**config.mk**
```make
export PLATFORM = sky130hd
export DESIGN_NAME = game_sequencer
export DESIGN_NICKNAME = d
export VERILOG_FILES = /design/src/rtl/vga_pkg.sv /design/src/rtl/score_counter.sv /design/src/rtl/game_sequencer.sv
export SDC_FILE = /design/constraint.sdc
export NUM_CORES = 1
export LEC_CHECK = 0
export CAP_MARGIN = 30
export CORE_UTILIZATION = 40
export DETAILED_ROUTE_END_ITERATION = 6
export PLACE_DENSITY = 0.66
export REMOVE_ABC_BUFFERS = 1
export SLEW_MARGIN = 25
export SYNTH_ARGS = -nofsm -noshare
export SYNTH_HDL_FRONTEND = slang
export SYNTH_SLANG_ARGS = --single-unit
```
**constraint.sdc**
```tcl
create_clock -name clk -period 4.5 [get_ports clk]
set_input_delay 0.675 -clock clk [delete_from_list [all_inputs] [get_ports clk]]
set_output_delay 0.675 -clock clk [all_outputs]
set_load 0.005 [all_outputs]
```
**src/rtl/vga_pkg.sv**
```systemverilog
// Shared display geometry, game constants and the game-state encoding used by
// the sequencer, ball datapath and renderers.
package vga_pkg;

    localparam int unsigned HOR_PIXELS        = 640;
    localparam int unsigned BALL_SIZE         = 16;
    localparam int unsigned EDGE_MARGIN       = 8;
    localparam int unsigned WIN_SCORE_DEFAULT = 7;
    localparam int unsigned X_W               = 11;

    typedef enum logic [1:0] {
        StStart    = 2'b00,
        StPlay     = 2'b01,
        StServe    = 2'b10,
        StGameOver = 2'b11
    } state_t;

    localparam logic [1:0] WIN_NONE  = 2'b00;
    localparam logic [1:0] WIN_LEFT  = 2'b01;
    localparam logic [1:0] WIN_RIGHT = 2'b10;

endpackage

```
**src/rtl/score_counter.sv**
```systemverilog
// 4-bit score register with synchronous clear and an increment that saturates
// at MAX_VAL.
module score_counter #(
    parameter int unsigned MAX_VAL = 15
) (
    input  logic       clk,
    input  logic       rst,
    input  logic       i_clr,
    input  logic       i_inc,
    output logic [3:0] o_count
);

    localparam logic [3:0] MaxCount = 4'(MAX_VAL);

    logic [3:0] r_count;

    always_ff @(posedge clk) begin
        if (rst || i_clr) begin
            r_count <= 4'd0;
        end else if (i_inc && (r_count != MaxCount)) begin
            r_count <= r_count + 4'd1;
        end
    end

    assign o_count = r_count;

endmodule

```
**src/rtl/game_sequencer.sv**
```systemverilog
// Match-level FSM for the pong game: start/serve/play/game-over sequencing,
// edge-of-field scoring, per-player score counters and winner flag.
module game_sequencer
    import vga_pkg::*;
#(
    parameter int unsigned WIN_SCORE   = WIN_SCORE_DEFAULT,
    parameter int unsigned SERVE_TICKS = 60
) (
    input  logic             clk,
    input  logic             rst,
    input  logic             timing_tick,
    input  logic             start_btn,
    input  logic [X_W-1:0]   x_ball,
    output state_t           state,
    output logic [3:0]       score_left,
    output logic [3:0]       score_right,
    output logic             point_left,
    output logic             point_right,
    output logic [1:0]       winner
);

    localparam logic [X_W-1:0] LeftLimit  = X_W'(EDGE_MARGIN);
    localparam logic [X_W-1:0] RightLimit = X_W'(HOR_PIXELS - BALL_SIZE - EDGE_MARGIN);
    localparam logic [7:0]     ServeLast  = 8'(SERVE_TICKS - 1);
    localparam logic [4:0]     WinVal     = 5'(WIN_SCORE);

    state_t     r_state;
    state_t     w_state_next;
    logic       r_start_prev;
    logic       r_start_blocked;
    logic [7:0] r_serve_cnt;
    logic [7:0] w_serve_cnt_next;
    logic       r_point_left;
    logic       r_point_right;
    logic [1:0] r_winner;
    logic [1:0] w_winner_next;

    logic       w_start_pulse;
    logic       w_hit_left;
    logic       w_hit_right;
    logic       w_score_left;
    logic       w_score_right;
    logic       w_left_final;
    logic       w_right_final;
    logic       w_clear;
    logic       w_serve_done;

    // A button already held during reset stays blocked until it is seen released.
    assign w_start_pulse = start_btn & ~r_start_prev & ~r_start_blocked;

    assign w_hit_left    = (x_ball <= LeftLimit);
    assign w_hit_right   = (x_ball >= RightLimit);
    assign w_left_final  = ({1'b0, score_left} + 5'd1) == WinVal;
    assign w_right_final = ({1'b0, score_right} + 5'd1) == WinVal;
    assign w_serve_done  = timing_tick && (r_serve_cnt == ServeLast);

    always_ff @(posedge clk) begin
        if (rst) begin
            r_state <= StStart;
        end else begin
            r_state <= w_state_next;
        end
    end

    always_comb begin
        w_state_next = r_state;
        unique case (r_state)
            StStart: begin
                if (w_start_pulse) w_state_next = StServe;
            end
            StServe: begin
                if (w_serve_done) w_state_next = StPlay;
            end
            StPlay: begin
                if (w_score_right) begin
                    w_state_next = w_right_final ? StGameOver : StServe;
                end else if (w_score_left) begin
                    w_state_next = w_left_final ? StGameOver : StServe;
                end
            end
            StGameOver: begin
                if (w_start_pulse) w_state_next = StStart;
            end
        endcase
    end

    always_comb begin
        // Left-edge hit wins when both edges are flagged in the same cycle.
        w_score_right    = (r_state == StPlay) && w_hit_left;
        w_score_left     = (r_state == StPlay) && w_hit_right && !w_hit_left;
        w_clear          = (r_state == StStart) && w_start_pulse;
        w_serve_cnt_next = r_serve_cnt;
        w_winner_next    = r_winner;

        if (w_clear) begin
            w_serve_cnt_next = 8'd0;
            w_winner_next    = WIN_NONE;
        end else if ((r_state == StServe) && timing_tick) begin
            w_serve_cnt_next = w_serve_done ? 8'd0 : r_serve_cnt + 8'd1;
        end else if (w_score_right) begin
            w_serve_cnt_next = 8'd0;
            if (w_right_final) w_winner_next = WIN_RIGHT;
        end else if (w_score_left) begin
            w_serve_cnt_next = 8'd0;
            if (w_left_final) w_winner_next = WIN_LEFT;
        end
    end

    always_ff @(posedge clk) begin
        if (rst) begin
            r_start_prev    <= 1'b0;
            r_start_blocked <= start_btn;
            r_serve_cnt     <= 8'd0;
            r_point_left    <= 1'b0;
            r_point_right   <= 1'b0;
            r_winner        <= WIN_NONE;
        end else begin
            r_start_prev    <= start_btn;
            r_start_blocked <= r_start_blocked & start_btn;
            r_serve_cnt     <= w_serve_cnt_next;
            r_point_left    <= w_score_left;
            r_point_right   <= w_score_right;
            r_winner        <= w_winner_next;
        end
    end

    score_counter #(
        .MAX_VAL (WIN_SCORE)
    ) u_score_left (
        .clk     (clk),
        .rst     (rst),
        .i_clr   (w_clear),
        .i_inc   (w_score_left),
        .o_count (score_left)
    );

    score_counter #(
        .MAX_VAL (WIN_SCORE)
    ) u_score_right (
        .clk     (clk),
        .rst     (rst),
        .i_clr   (w_clear),
        .i_inc   (w_score_right),
        .o_count (score_right)
    );

    assign state       = r_state;
    assign point_left  = r_point_left;
    assign point_right = r_point_right;
    assign winner      = r_winner;

endmodule
```
==> run metrics, run 1 <==
drt drc 0; dpl cells 222; die width 58.7 µm; Slowest cell on crit path a21o_1; non-filler cells, final 225; Cells after Synth 154; clk sinks 24; global-route wire length before repair 4640 µm; cts repair resizes 0; RD Place Congestion 0.832; CP required 4.71 ns; drt wl/cell 12.3 µm; NetSw 0.0808 mW; total CTS buffers 3; Slew headroom 64.7%; die height 58.7 µm; row count 20; antenna viol nets, final 0; Slew @ Worst Pin 0.528 ns; CP Class in2reg; Diodes inserted 0; clk_skew 0.0109 ns; mapped cell area 1290 µm²; DR vias 1,189; Syn. warnings 0; share of power burned in registers 62.9%; drt first pass iters 4; Core ar. 3050 µm²; max cap viols 0; Worst path max stage delay 0.50 ns; Post-synth top flop dfxtp_1; Nets 203; CP startpoint kind primary input; die area 3450 µm²; max-slew violations 0; Setup-failing EPs final 0; global route overflow 0; setup bufs post-CTS 0; TritonCTS clock tree done; total wire length 2780 µm; post-synthesis async set-or-reset flop share 0%; largest net degree at the start of global routing 15; internal power 0.265 mW; vias per inst 5.28; crit path buf inv count 1; Critical Path AT 2.33 ns; Worst Path Max Fanout 14; CP delay by family, top compound AO/OA/AOI/OAI gates; Total Neg Setup Slack 0 ns; synthesized flop and latch total 24; initial detailed-routing violation count 39; CTS max path bufs 2; HP Class reg2reg; fmax 0.471 GHz; Worst-path clk slew 0.12 ns; crit end category flip-flop; sequential cell area fraction in the yosys report 37.4%; # H-tree levels 1; worst IR drop on VDD 0.113 mV; cell area power density 213 nW/µm²; Post-synth EDFFs 0; post-synth cell types 47; Final Cycle Share 47.2%; initial antenna violation count 0; min Tclk post-route 2.13 ns; Syn-to-layout area delta 26.2%; mean post-synth cell area 8.35 µm²; layout cells sized above 1 5.52%; leakage power 0.558 nW; Clock Tree Root clkbuf_4; switch share 23.4%; share of power burned in the clock network 26.5%; Reg2Reg Setup Slack 2.72 ns; cts hold-fix bufs 0; post-detail-place hpwl 2110 µm; # port buffers 28; Starting Density 42.1%; combinational share of power 10.6%; crit path cell chain clkdlybuf4s50_1 > nor3b_1 > a21o_1 > a41o_1 > nor2_1; vias in the first global route 1,073; clk_lat worst skew 0.31 ns; I/O Pins 29; GRT Total Usage 17.4%; status finished, final reports clean; Final Hold Fails 0; RSZ-0062 raised after global routing no
[registers in the layout, indices dropped and copies added (netlist names)]
register / flops
point_left: 1
point_right: 1
r_serve_cnt: 8
r_start_blocked: 1
r_start_prev: 1
state: 2
u_score_left.o_count: 4
u_score_right.o_count: 4
winner: 2
[layout make-up]
cell class | count | area (µm²)
Clock buffer | 3 | 22.5
Fill cell | 311 | 1430
Inverter | 5 | 18.8
Multi-Input combinational cell | 121 | 766
Sequential cell | 24 | 480
Tap cell | 44 | 55.1
Timing Repair Buffer | 28 | 280
[worst register-to-register path: stages (launching register included)]
cell and delay, ns:
dfxtp_1 0.36, ha_1 0.25, and4_1 0.23, a21oi_1 0.37, o21ai_0 0.21, a311oi_2 0.29
[power by group through the flow]
stage	Clock [mW]	Combinational [mW]	Sequential, mW
2_1_floorplan	0	0.0160	0.222
3_3_place_gp	0	0.0359	0.222
3_5_place_dp	0	0.0364	0.222
4_1_cts	0.0970	0.0366	0.218
5_1_grt	0.104	0.0399	0.218
6_report	0.0916	0.0365	0.218
[metrics by stage]
stage	power, mW	util, %	hold slack (ns)	area [µm²]	setup slack (ns)
after floorplan	0.238	-	0.442	1260	2.74
after global placement	0.258	52.4	0.446	1600	2.10
after detailed placement	0.259	52.4	0.452	1600	2.05
after CTS	0.351	53.2	0.473	1620	2.38
after global routing	0.363	53.2	0.495	1620	2.24
final	0.346	53.2	0.468	1620	2.37
[layout by cell type, fill, tap and decap left out, types with 2 or more instances in the layout]
master           count
o21a_1               3
dfxtp_1             24
a211oi_1             2
nand2_1             17
o211ai_1             2
clkdlybuf4s50_1     28
mux2i_1              2
nor2b_1              3
and3_1               2
ha_1                 5
nor2_1              17
a311oi_2             2
and4_1               2
inv_1                5
nor3_1               4
xnor2_1              2
nand3_1              9
a21oi_1             12
nand2b_1             4
o21ai_0              6
a31oi_1              3
clkbuf_4             3
[worst paths after layout]
kind                  start                       end  cells after the start
min               winner[0]                 winner[0]                      2
max reg2reg  r_serve_cnt[0]            r_serve_cnt[5]                      5
min reg2reg       winner[0]                 winner[0]                      2
max               start_btn  u_score_right.o_count[2]                      5
[cells by family after synthesis]
logic type | synth area share, %
simple gates | 27.9
compound gates | 23.2
flops | 37.4
buf+inv | 3.11
fa+ha+maj | 4.86
xor+xnor | 2.04
mux | 1.56
[layer usage]
layer / part of all wire, % / global-route usage, % / vias to the layer above
met5: 0 / 0 / -
met4: 0.68 / 5.78 / 0
met3: 5.2 / 3.30 / 2
met2: 46 / 29.1 / 33
met1: 48 / 22.5 / 538
li1: - / - / 616
[synthesized netlist by cell type, drive strengths merged (2+ instances only)]
library cell  instances  area, µm²
nand2                17       63.8
and4                  2       17.5
nor3                  4       20.0
nand2b                5       38.8
o211ai                2       15.0
and3                  2       12.5
or2                   2       12.5
a311oi                3       38.8
inv                   5       18.8
a21oi                12       60.1
xnor2                 2       17.5
nor2b                 3       18.8
nand3                10       55.1
nor2                 17       63.8
a31oi                 3       18.8
mux2i                 2       20.0
dfxtp                24        480
o21ai                 7       38.8
o21a                  3       22.5
ha                    5       62.6
a211oi                2       15.0
buf                   3       17.5
Power figures use the tool's default switching activity.
==> run 2, diff against run 1 <==
- clock period: 4.5 -> 2.1 ns (I/O delays scaled with it)
==> run 2 against run 1 <==
Critical endpoint is now r_serve_cnt[5]; largest power group unchanged; critical path type is now reg2reg; combinational power is 130% higher; largest cell class unchanged; critical path depth stayed put; sequential share of layout area is 0.41 points lower; routed wire length is 4.9% higher.
==> run metrics, run 2 (synthesis results as in run 1) <==
TritonCTS clock tree done; hold_sp winner[1]; RD Place Congestion 0.803 (-3.4%); HP Class reg2reg; Worst-path clk slew 0.13 ns (about the same); die width 58.7 µm (unchanged); DP Area 1620 µm² (+1.4%); # port buffers 28 (unchanged); global route overflow 0 (unchanged); RSZ-0062 raised after global routing no; worst IR drop on VDD 0.332 mV (+190%); total power 0.753 mW (+120%); vias per inst 5.38 (+1.8%); largest net degree at the start of global routing 15 (unchanged); crit end category flip-flop; Slew @ Worst Pin 0.457 ns (-0.0710 ns); leakage power 0.574 nW (+2.7%); hold_ws 0.476 ns (+0.00848 ns); GRT Total Usage 18.1% (+0.70 points); CP Class reg2reg; Util after Layout 53.9% (+0.74 points); R2R cell count 5 (unchanged); dpl cells 225 (+1.4%); CP required 2.34 ns (-2.37 ns); commonest non-fill, non-tap cell in the layout clkdlybuf4s50_1; Total Neg Setup Slack 0 ns (unchanged); cell area power density 457 nW/µm² (+110%); drt drc 0 (unchanged); dpl ws 0.0266 ns (-2.02 ns); global-route wire length before repair 4810 µm (+3.7%); total wire length 2910 µm (+4.9%); Slew headroom 69.5% (+4.8 points); clk_lat worst skew 0.31 ns (about the same); Worst Hold Path Cells 2 (unchanged); DR vias 1,226 (+3.1%); Largest Register r_serve_cnt; Final Cycle Share 86.1%; Critical Path AT 2.04 ns (-0.29 ns); Diodes inserted 0 (unchanged); Syn-to-layout area delta 27.9%; vias in the first global route 1,149 (+7.1%); Nets 206 (+1.5%); clk sinks 24 (unchanged); Starting Density 42.1% (unchanged); min Tclk post-route 1.81 ns; fmax 0.553 GHz; drt first pass iters 4 (unchanged); Final Hold Fails 0 (unchanged); I/O Pins 29 (unchanged); status finished, final reports clean; initial detailed-routing violation count 46 (+18%); die height 58.7 µm (unchanged); commonest non-fill, non-tap cells in the layout clkdlybuf4s50_1 (28), dfxtp_1 (24), nand2_1 (17), nor2_1 (17), a21oi_1 (12); CTS max path bufs 2 (unchanged); Reg2Reg Setup Slack 0.29 ns (-2.43 ns); cts repair resizes 0 (unchanged); Clock Tree Root clkbuf_4; layout cells sized above 1 7.07% (+1.5 points); PnR worst setup slack 0.292 ns (-2.08 ns); max cap viols 0 (unchanged); total CTS buffers 3 (unchanged); clk_skew 0.00242 ns (-0.00844 ns); post-detail-place hpwl 2210 µm (+4.9%); die area 3450 µm² (unchanged); RR Startpoint r_serve_cnt[0]; cts hold-fix bufs 0 (unchanged); # H-tree levels 1 (unchanged); CP startpoint kind flip-flop; max-slew violations 0 (unchanged); row count 20 (unchanged); setup bufs post-CTS 0 (unchanged); antenna viol nets, final 0 (unchanged); post-route cell area 1650 µm² (+1.4%); drt wl/cell 12.8 µm (+3.5%); RR Endpoint r_serve_cnt[5]; Setup-failing EPs final 0 (unchanged); Largest register FFs 8 (unchanged); Core ar. 3050 µm² (unchanged); non-filler cells, final 228 (+1.3%); initial antenna violation count 0 (unchanged); Worst Path Max Fanout 6 (-8); Min-Delay Endpoint winner[1]
run 2: changes by cell type in the layout (fill, tap and decap cells not counted), sizes merged:
cell / previous run / this run
buf: 0 / 3
run 2: final cells by class:
class,count,area (µm²)
Clock buffer,3,22.5
Timing Repair Buffer,31,303
Fill cell,299,1410
Sequential cell,24,480
Tap cell,44,55.1
Inverter,5,18.8
Multi-Input combinational cell,121,766
run 2: routing by layer:
| metal | routed length, µm | track usage, % | vias to the layer above |
|---|---|---|---|
| met5 | 0 | 0 | - |
| met3 | 151 | 3.30 | 4 |
| li1 | - | - | 626 |
| met1 | 1370 | 22.7 | 568 |
| met2 | 1370 | 31.7 | 28 |
| met4 | 29 | 5.10 | 0 |
run 2: how the worst max path moves through the flow:
| stage | startpoint | endpoint | cells after the start |
|---|---|---|---|
| after floorplan | r_serve_cnt[0] | r_serve_cnt[5] | 5 |
| after global placement | x_ball[6] | r_serve_cnt[7] | 6 |
| after detailed placement | x_ball[6] | r_serve_cnt[5] | 6 |
| after CTS | r_serve_cnt[0] | r_serve_cnt[5] | 5 |
| after global routing | r_serve_cnt[0] | r_serve_cnt[5] | 5 |
| final | r_serve_cnt[0] | r_serve_cnt[5] | 5 |
run 2: report_power, final:
| group | switching [mW] | internal [mW] | leakage [nW] |
|---|---|---|---|
| Combinational | 0.0385 | 0.0440 | 0.366 |
| Clock | 0.137 | 0.0670 | 0.0138 |
| Sequential | 0.00591 | 0.460 | 0.194 |
| Total | 0.181 | 0.571 | 0.574 |
run 2: worst max-delay path, cell delays in order (launching register included):
cell and delay, ns:
dfxtp_1 0.36, ha_1 0.26, and4_1 0.23, a21oi_1 0.38, o21ai_0 0.22, a311oi_2 0.29
==> run 3, diff against run 2 <==
- CELL_PAD_IN_SITES_DETAIL_PLACEMENT: unset -> 1
- CELL_PAD_IN_SITES_GLOBAL_PLACEMENT: unset -> 1
- CORE_UTILIZATION: 40 -> 36
- PLACE_DENSITY: 0.66 -> unset
- PLACE_DENSITY_LB_ADDON: unset -> 0.1
==> run 3 against run 2 <==
Register-to-register slack got worse by 0.03 ns; routed wire length increased by 15%; total power is 7.8% higher; sequential cell count unchanged; cell count increased by 1.8%; largest cell class unchanged; non-clock buffer count increased by 1; critical endpoint unchanged; count of clock-buffer cells in the layout increased by 1; sequential power barely moved; sequential share of layout area down 0.42 points; maximum frequency down 1.6%; hold slack improved by 0.014 ns.
==> run metrics, run 3 (synthesis results as in run 1) <==
# H-tree levels 1 (unchanged); GRT Total Usage 19.9% (+1.8 points); Util after Layout 49.2% (-4.7 points); vias per inst 5.38 (about the same); die height 61.8 µm (+5.2%); Largest register FFs 8 (unchanged); drt drc 0 (unchanged); Critical Path AT 2.10 ns (+0.06 ns); DP Area 1630 µm² (+0.62%); row count 21 (+5.0%); HP Class reg2reg; cts repair resizes 0 (unchanged); Clock Tree Root clkbuf_4; total power 0.811 mW (+7.8%); global route overflow 0 (unchanged); max-slew violations 0 (unchanged); Nets 207 (+0.49%); post-detail-place hpwl 2600 µm (+17%); die width 61.8 µm (+5.2%); combinational share of power 10.6% (-0.4 points); DR vias 1,247 (+1.7%); dpl cells 228 (+1.3%); commonest non-fill, non-tap cell in the layout clkdlybuf4s50_1; Worst-path clk slew 0.15 ns (+0.02 ns); non-filler cells, final 232 (+1.8%); clk_skew 0.0121 ns (+0.00971 ns); fmax 0.544 GHz (-1.6%); initial antenna violation count 0 (unchanged); Final Hold Fails 0 (unchanged); initial detailed-routing violation count 61 (+33%); Setup-failing EPs final 0 (unchanged); drt first pass iters 4 (unchanged); post-route cell area 1670 µm² (+1.4%); leakage power 0.585 nW (+2.1%); drt wl/cell 14.4 µm (+13%); RSZ-0062 raised after global routing no; commonest non-fill, non-tap cells in the layout clkdlybuf4s50_1 (28), dfxtp_1 (24), nand2_1 (17), nor2_1 (17), a21oi_1 (12); Core ar. 3390 µm² (+11%); Filler cells 415 (+39%); Min-Delay Endpoint winner[0]; CTS max path bufs 2 (unchanged); TritonCTS clock tree done; Final Cycle Share 87.5% (+1.4 points); total wire length 3340 µm (+15%); min Tclk post-route 1.84 ns (+0.0288 ns); status finished, final reports clean; antenna viol nets, final 0 (unchanged); RR Endpoint r_serve_cnt[5]; layout cells sized above 1 8.06% (+1.0 points); share of power burned in the clock network 31.9% (+4.8 points); CP required 2.36 ns (+0.02 ns); NetSw 0.199 mW (+9.6%); clk_lat worst skew 0.33 ns (+0.02 ns); hold_ws 0.491 ns (+0.0143 ns); Reg2Reg Setup Slack 0.26 ns (-0.03 ns); largest net degree at the start of global routing 14 (-1); switch share 24.5% (+0.40 points); I/O Pins 29 (unchanged); Slew headroom 66.7% (-2.8 points); total CTS buffers 3 (unchanged); cts hold-fix bufs 0 (unchanged); vias in the first global route 1,235 (+7.5%); global-route wire length before repair 5480 µm (+14%); Worst Path Max Fanout 6 (unchanged); cell area power density 486 nW/µm² (+6.2%); Slew @ Worst Pin 0.499 ns (+0.0419 ns); max cap viols 0 (unchanged); R2R cell count 5 (unchanged); RD Place Congestion 0.757 (-5.8%); setup bufs post-CTS 0 (unchanged); RR Startpoint r_serve_cnt[0]; CP Class reg2reg; Largest Register r_serve_cnt; # port buffers 28 (unchanged); worst IR drop on VDD 0.202 mV (-39%); share of power burned in registers 57.5% (-4.4 points); Worst Hold Path Cells 2 (unchanged); crit end category flip-flop; Diodes inserted 0 (unchanged); clk sinks 24 (unchanged); Syn-to-layout area delta 29.8%; internal power 0.612 mW (+7.2%); die area 3820 µm² (+11%); Starting Density 37.9% (-4.2 points); CP startpoint kind flip-flop; hold_sp winner[0]
run 3: layout make-up:
cell class	instances	area [µm²]	area share (%)
Tap cell	46	57.6	3.45
Clock buffer	4	36.3	2.17
Multi-Input combinational cell	121	766	45.9
Inverter	5	18.8	1.12
Timing Repair Buffer	32	310	18.6
Sequential cell	24	480	28.8
run 3: worst max-delay path by stage:
stage / start / to / slack [ns] / cells past startpoint
after floorplan: r_serve_cnt[0] / r_serve_cnt[5] / 0.57 / 5
after global placement: x_ball[6] / r_serve_cnt[7] / 0.03 / 6
after detailed placement: x_ball[7] / r_serve_cnt[5] / -0.05 / 6
after CTS: r_serve_cnt[0] / r_serve_cnt[5] / 0.27 / 5
after global routing: r_serve_cnt[0] / r_serve_cnt[5] / 0.16 / 5
final: r_serve_cnt[0] / r_serve_cnt[5] / 0.26 / 5
run 3: power by group through the flow:
stage          Combinational [mW]  Clock (mW)  Sequential, mW
5_1_grt                    0.0938       0.286           0.468
3_3_place_gp               0.0837           0           0.476
4_1_cts                    0.0867       0.266           0.467
6_report                   0.0858       0.259           0.466
3_5_place_dp               0.0864           0           0.476
2_1_floorplan              0.0343           0           0.475
run 3: layer usage:
metal	track usage (%)	routed length (µm)	up-vias
met3	2.48	87	4
met4	6.98	38	0
met5	0	0	-
met1	26.9	1600	593
li1	-	-	627
met2	32.6	1620	23
run 3: metrics by stage:
stage	worst slack, ns	TNS, ns
after floorplan	0.573	0
after global placement	0.0322	0
after detailed placement	-0.0544	-0.253
after CTS	0.268	0
after global routing	0.161	0
final	0.263	0
run 3: critical path: stages (launching register included):
cell,delay (ns)
dfxtp_1,0.36
ha_1,0.27
and4_1,0.24
a21oi_1,0.41
o21ai_0,0.20
a311oi_2,0.28
